## config.mk

```make
export PLATFORM = sky130hd
export DESIGN_NAME = uart_rx_fifo
export DESIGN_NICKNAME = d
export VERILOG_FILES = /design/src/rtl/uart_pkg.sv /design/src/rtl/sync_fifo.sv /design/src/rtl/uart_rx_fifo.sv
export SDC_FILE = /design/constraint.sdc
export NUM_CORES = 1
export LEC_CHECK = 0
export ABC_CLOCK_PERIOD_IN_PS = 2900
export CAP_MARGIN = 40
export CORE_MARGIN = 1.5
export CORE_UTILIZATION = 61
export DETAILED_ROUTE_END_ITERATION = 10
export GPL_ROUTABILITY_DRIVEN = 0
export PLACE_DENSITY = 0.79
export SLEW_MARGIN = 15
export SYNTH_ARGS = -nofsm -noshare
export SYNTH_HDL_FRONTEND = slang
export SYNTH_SLANG_ARGS = --single-unit
```

## constraint.sdc

```tcl
create_clock -name i_clk -period 2.9 [get_ports i_clk]
set_input_delay 0.58 -clock i_clk [delete_from_list [all_inputs] [get_ports i_clk]]
set_output_delay 0.58 -clock i_clk [all_outputs]
set_load 0.1 [all_outputs]
```

## src/rtl/uart_pkg.sv

```systemverilog
// Shared definitions for the UART receiver: FSM state encoding, parity
// mode constants and the expected-parity helper.
package uart_pkg;

    typedef enum logic [2:0] {
        ST_IDLE      = 3'd0,
        ST_START     = 3'd1,
        ST_DATA      = 3'd2,
        ST_PAR       = 3'd3,
        ST_STOP      = 3'd4,
        ST_WAIT_IDLE = 3'd5
    } rx_state_t;

    localparam logic [1:0] PARITY_NONE = 2'd0;
    localparam logic [1:0] PARITY_ODD  = 2'd1;
    localparam logic [1:0] PARITY_EVEN = 2'd2;

    // Parity bit the transmitter should have sent for this payload.
    // Unused upper payload bits must be zero so they do not disturb the XOR.
    function automatic logic parity_bit(input logic [7:0] word, input logic [1:0] mode);
        return (mode == PARITY_ODD) ? ~(^word) : (^word);
    endfunction

endpackage

```

## src/rtl/sync_fifo.sv

```systemverilog
// Circular-buffer FIFO with first-word-fall-through head and a one-cycle
// drop indication when a push is refused because the buffer is full.
module sync_fifo #(
    parameter int WIDTH  = 8,
    parameter int LGFLEN = 4
) (
    input  logic              clk,
    input  logic              rst_n,
    input  logic              wr,
    input  logic [WIDTH-1:0]  wr_data,
    input  logic              rd,
    output logic [WIDTH-1:0]  rd_data,
    output logic              empty_n,
    output logic [LGFLEN:0]   fill,
    output logic              drop
);

    localparam int DEPTH = 1 << LGFLEN;

    logic [WIDTH-1:0]  mem [DEPTH];
    logic [LGFLEN-1:0] wr_ptr_reg;
    logic [LGFLEN-1:0] rd_ptr_reg;
    logic [LGFLEN:0]   fill_reg;
    logic              full;
    logic              do_push;
    logic              do_pop;

    // A pop frees a slot in the same cycle, so a full FIFO still accepts a
    // push alongside a pop; a pop on empty never happens.
    assign full    = fill_reg[LGFLEN];
    assign empty_n = |fill_reg;
    assign do_pop  = rd & empty_n;
    assign do_push = wr & (~full | do_pop);
    assign drop    = wr & full & ~do_pop;
    assign fill    = fill_reg;
    assign rd_data = mem[rd_ptr_reg];

    // Storage write; contents are deliberately left unreset.
    always_ff @(posedge clk) begin
        if (do_push) begin
            mem[wr_ptr_reg] <= wr_data;
        end
    end

    // Pointer and occupancy bookkeeping; pointers wrap naturally at DEPTH.
    always_ff @(posedge clk or negedge rst_n) begin
        if (!rst_n) begin
            wr_ptr_reg <= '0;
            rd_ptr_reg <= '0;
            fill_reg   <= '0;
        end else begin
            if (do_push) wr_ptr_reg <= wr_ptr_reg + 1'b1;
            if (do_pop)  rd_ptr_reg <= rd_ptr_reg + 1'b1;
            case ({do_push, do_pop})
                2'b10:   fill_reg <= fill_reg + 1'b1;
                2'b01:   fill_reg <= fill_reg - 1'b1;
                default: fill_reg <= fill_reg;
            endcase
        end
    end

endmodule

```

## src/rtl/uart_rx_fifo.sv

```systemverilog
// UART receiver with optional parity, sticky error flags and a receive FIFO.
module uart_rx_fifo
    import uart_pkg::*;
#(
    parameter logic [23:0] CLOCKS_PER_BAUD = 24'd104,
    parameter int          DATA_BITS       = 8,
    parameter int          PARITY          = 0,
    parameter int          LGFLEN          = 4
) (
    input  logic                 i_clk,
    input  logic                 i_rst_n,
    input  logic                 i_uart_rx,
    input  logic                 i_rd,
    input  logic                 i_clr_err,
    output logic [DATA_BITS-1:0] o_data,
    output logic                 o_empty_n,
    output logic [LGFLEN:0]      o_fill,
    output logic                 o_frame_err,
    output logic                 o_parity_err,
    output logic                 o_overflow
);

    localparam logic [23:0] HALF_BAUD   = CLOCKS_PER_BAUD / 24'd2;
    localparam logic [23:0] FULL_RELOAD = CLOCKS_PER_BAUD - 24'd1;
    localparam logic [2:0]  LAST_BIT    = 3'(DATA_BITS - 1);
    localparam bit          HAS_PARITY  = (PARITY != 0);

    rx_state_t            state_reg;
    logic                 rx_meta_reg;
    logic                 rx_sync_reg;
    logic                 rx_prev_reg;
    logic [23:0]          baud_cnt_reg;
    logic [2:0]           bit_cnt_reg;
    logic [DATA_BITS-1:0] shift_reg;
    logic                 bad_reg;
    logic                 push_reg;
    logic                 frame_err_reg;
    logic                 parity_err_reg;
    logic                 overflow_reg;
    logic                 baud_tick;
    logic                 fifo_drop;
    logic [7:0]           par_word;

    assign baud_tick = (baud_cnt_reg == 24'd0);

    // Zero-extend the payload so the shared parity helper sees a full byte.
    always_comb begin
        par_word                  = '0;
        par_word[DATA_BITS-1:0]   = shift_reg;
    end

    // Two-flop synchroniser plus one delayed copy for start-edge detection.
    always_ff @(posedge i_clk or negedge i_rst_n) begin
        if (!i_rst_n) begin
            rx_meta_reg <= 1'b1;
            rx_sync_reg <= 1'b1;
            rx_prev_reg <= 1'b1;
        end else begin
            rx_meta_reg <= i_uart_rx;
            rx_sync_reg <= rx_meta_reg;
            rx_prev_reg <= rx_sync_reg;
        end
    end

    // Receive FSM: bit timing, payload assembly, error flags and push pulse.
    // Flag sets are written after the clear so a set wins a same-cycle clear.
    always_ff @(posedge i_clk or negedge i_rst_n) begin
        if (!i_rst_n) begin
            state_reg      <= ST_IDLE;
            baud_cnt_reg   <= 24'd0;
            bit_cnt_reg    <= 3'd0;
            shift_reg      <= '0;
            bad_reg        <= 1'b0;
            push_reg       <= 1'b0;
            frame_err_reg  <= 1'b0;
            parity_err_reg <= 1'b0;
        end else begin
            push_reg <= 1'b0;
            if (i_clr_err) begin
                frame_err_reg  <= 1'b0;
                parity_err_reg <= 1'b0;
            end
            if (state_reg != ST_IDLE && state_reg != ST_WAIT_IDLE) begin
                baud_cnt_reg <= baud_tick ? FULL_RELOAD : baud_cnt_reg - 24'd1;
            end
            case (state_reg)
                ST_IDLE: begin
                    if (rx_prev_reg && !rx_sync_reg) begin
                        state_reg    <= ST_START;
                        baud_cnt_reg <= HALF_BAUD;
                        bad_reg      <= 1'b0;
                    end
                end
                ST_START: begin
                    if (baud_tick) begin
                        if (rx_sync_reg) begin
                            state_reg <= ST_IDLE;
                        end else begin
                            state_reg   <= ST_DATA;
                            bit_cnt_reg <= 3'd0;
                        end
                    end
                end
                ST_DATA: begin
                    if (baud_tick) begin
                        shift_reg   <= {rx_sync_reg, shift_reg[DATA_BITS-1:1]};
                        bit_cnt_reg <= bit_cnt_reg + 3'd1;
                        if (bit_cnt_reg == LAST_BIT) begin
                            state_reg <= HAS_PARITY ? ST_PAR : ST_STOP;
                        end
                    end
                end
                ST_PAR: begin
                    if (baud_tick) begin
                        if (rx_sync_reg != parity_bit(par_word, 2'(PARITY))) begin
                            parity_err_reg <= 1'b1;
                            bad_reg        <= 1'b1;
                        end
                        state_reg <= ST_STOP;
                    end
                end
                ST_STOP: begin
                    if (baud_tick) begin
                        if (!rx_sync_reg) begin
                            frame_err_reg <= 1'b1;
                            bad_reg       <= 1'b1;
                            state_reg     <= ST_WAIT_IDLE;
                        end else begin
                            push_reg  <= ~bad_reg;
                            state_reg <= ST_IDLE;
                        end
                    end
                end
                ST_WAIT_IDLE: begin
                    if (rx_sync_reg) begin
                        state_reg <= ST_IDLE;
                    end
                end
                default: state_reg <= ST_IDLE;
            endcase
        end
    end

    // Sticky overflow flag fed by the FIFO's refused-push indication.
    always_ff @(posedge i_clk or negedge i_rst_n) begin
        if (!i_rst_n) begin
            overflow_reg <= 1'b0;
        end else begin
            if (i_clr_err) overflow_reg <= 1'b0;
            if (fifo_drop) overflow_reg <= 1'b1;
        end
    end

    sync_fifo #(
        .WIDTH  (DATA_BITS),
        .LGFLEN (LGFLEN)
    ) u_fifo (
        .clk     (i_clk),
        .rst_n   (i_rst_n),
        .wr      (push_reg),
        .wr_data (shift_reg),
        .rd      (i_rd),
        .rd_data (o_data),
        .empty_n (o_empty_n),
        .fill    (o_fill),
        .drop    (fifo_drop)
    );

    assign o_frame_err  = frame_err_reg;
    assign o_parity_err = parity_err_reg;
    assign o_overflow   = overflow_reg;

endmodule
```

==> metrics <==
vias in the first global route=4,433; die height=117 µm; Final HPWL DP=9550 µm; predominant post-synthesis flop cell=edfxtp_1; Hold Slack=0.0866 ns; f_max=344 MHz; fin worst setup slack=-0.00539 ns; Yosys cell types=53; status=complete, but fails checks; Max clock buf depth=2; H-Tree Depth=4; Final Instance Count excl. Fillers=717; Worst Setup SP=u_fifo.rd_ptr_reg[0]; Setup crit end kind=output pin; port bufs=21; critical path arrival=2.33 ns; Iter 0 DRT Violations=286; DRC Markers=0; Seq cells post-synth=187; Pleak=3.48 nW; Yosys top cell area share=48.5%; WL per Instance=21.6 µm; Tot Pwr=8.41 mW; part of the cycle the worst path needs=100%; CP Launch Type=flip-flop; largest net degree at the start of global routing=33; Avg Cell Area, Syn=16.4 µm²; CTS Hold Buffers Added=0; leading post-synthesis cells by cell area=edfxtp_1 (48%), dfrtp_1 (18%), mux4_2 (11%); headroom to the max-slew limit=44.0%; worst r2r src=u_fifo.fill[2]; YS warnings=0; failing checks=negative setup slack; Slew Viols, Final=0; wire length of the first global-routing pass=23,700 µm; Post-DRT Antenna Nets=0; count leader, synth=edfxtp_1; Final nets=551; Overflow after GRT=0; routed vias=4,348; DR vias/cell=6.06; register area share after synthesis=67.1%; CTS Sinks=187; Die X=117 µm; Synth Cell Area=7930 µm²; area leader, netlist=edfxtp_1; Core Region=12,700 µm²; share of cells above drive strength 1=26.8%; Initial Utilization=62.6%; crit path max fanout=7; Syn Nets=503; Hold Crit Class=primary input to async pin; final hold vios=0; final instance area=9270 µm²; Critical Path RT=2.32 ns; io pins=22; area delta synth->final=17.0%; max FFs per register=128; final wirelength=15,500 µm; Final Util=73.2%; row count=41; number of max-cap violations=0; global-route usage over all layers=24.3%; die area=13,700 µm²; asr flop ratio synth=31.6%; Num CTS Buffers=17; Setup CP Type=flip-flop to output pin; fin crit period=2.91 ns; slew of the pin with the lowest slew margin=0.838 ns; initial antenna violation count=0; placed inst area=8570 µm²; placed instance count=678; clk_lat worst skew=0.42 ns; post-route clock skew=0.00787 ns; unrepaired setup endpoints after global routing=yes; Post-Synthesis Cells=484; peak supply drop=0.000587 V; list of most frequent post-synthesis cells=edfxtp_1 (128), dfrtp_1 (56), mux4_2 (40); PD cells=906 nW/µm²; n_diodes=0; Setup Viol. Count Final=2; TritonCTS clock tree=yes; TritonRoute pass-1 iters=5; Clk pin slew, worst setup/hold paths=0.06 ns; CTS Root Cell=clkbuf_16; Post-synth EDFFs=128
path summary, 6_finish.rpt:
kind	to	slack [ns]	depth (start not counted)
worst min register to register	rx_sync_reg	0.36	0
min in group i_clk	rx_sync_reg	0.36	0
max in group asynchronous	u_fifo.fill[4]	2.24	2
worst min-delay path	baud_cnt_reg[23]	0.09	1
worst max-delay path	o_data[1]	-0.005	5
worst max register to register	u_fifo.fill[4]	0.28	11
final cells by class:
| class | count | area [µm²] |
|---|---|---|
| tap | 172 | 215 |
| fill | 762 | 3400 |
| timing repair buffer | 54 | 633 |
| inverter | 14 | 52.6 |
| clock buffer | 23 | 448 |
| multi-input combinational | 258 | 2460 |
| clock inverter | 9 | 123 |
| sequential | 187 | 5340 |
cells in the final DEF, fill, tap and decap left out, types with 2 or more instances in the layout:
cell,Yosys,routed
edfxtp_1,128,128
dfrtp_1,56,50
mux4_2,40,40
nor2_1,39,39
buf_4,1,32
xnor2_1,29,29
clkbuf_16,0,20
nor3_1,16,16
nand2_1,16,15
inv_1,14,14
o21ai_0,14,14
buf_12,0,13
ha_1,13,12
mux2_2,9,9
xor2_1,8,8
nor4_1,8,7
a21oi_1,7,7
nor2b_1,6,6
nand3_1,6,6
or3_1,6,6
clkbuf_1,15,6
a31oi_1,4,4
clkinv_2,0,4
dfrtp_4,0,4
nand2b_1,3,3
o22ai_1,3,3
bufinv_16,0,3
clkdlybuf4s50_1,0,3
dfstp_2,3,3
nor4_4,1,2
and2_1,2,2
or4_1,2,2
o2bb2ai_1,2,2
nand4_1,2,2
buf_6,2,2
dfrtp_2,0,2
where the power goes:
group,total (mW),internal [mW],switching (mW)
clock,2.27,1.35,0.918
combinational,2.75,1.21,1.54
sequential,3.39,3.06,0.336
timing repair:
item	CTS	global route
setup endpoints to repair	7	8
gates cloned	0	4
resized for setup	1	3
setup buffers	0	3
stage by stage:
stage / setup TNS (ns) / worst slack (ns)
global placement: 0 / 0.0924
CTS: -0.0639 / -0.0197
floorplan: 0 / 0.0115
finish: -0.0105 / -0.00539
detailed placement: -0.0574 / -0.0574
global route: -0.382 / -0.0624
critical path, cell delays in order (launching register included):
cell	delay [ns]
dfrtp_2	0.40
buf_6	0.13
buf_12	0.13
mux4_2	0.54
mux4_2	0.51
buf_12	0.19
metal layers:
layer  GRT usage, %  wire length, µm  vias up
li1               -                -     1938
met2           41.7             8240      127
met3           5.56              667       38
met1           30.7             6130     2245
met4           8.76              414        0
met5              0                0        -
cells by family after synthesis:
| logic type | synth area share [%] |
|---|---|
| DFF | 67.1 |
| and+or+nand+nor | 7.97 |
| muxes | 12.8 |
| AOI/OAI and AO/OA | 3.31 |
| buffers and inverters | 2.13 |
| xor gates and xnor gates | 4.37 |
| adders and majority gates | 2.30 |
No activity file was read; power rests on OpenSTA's default activity.
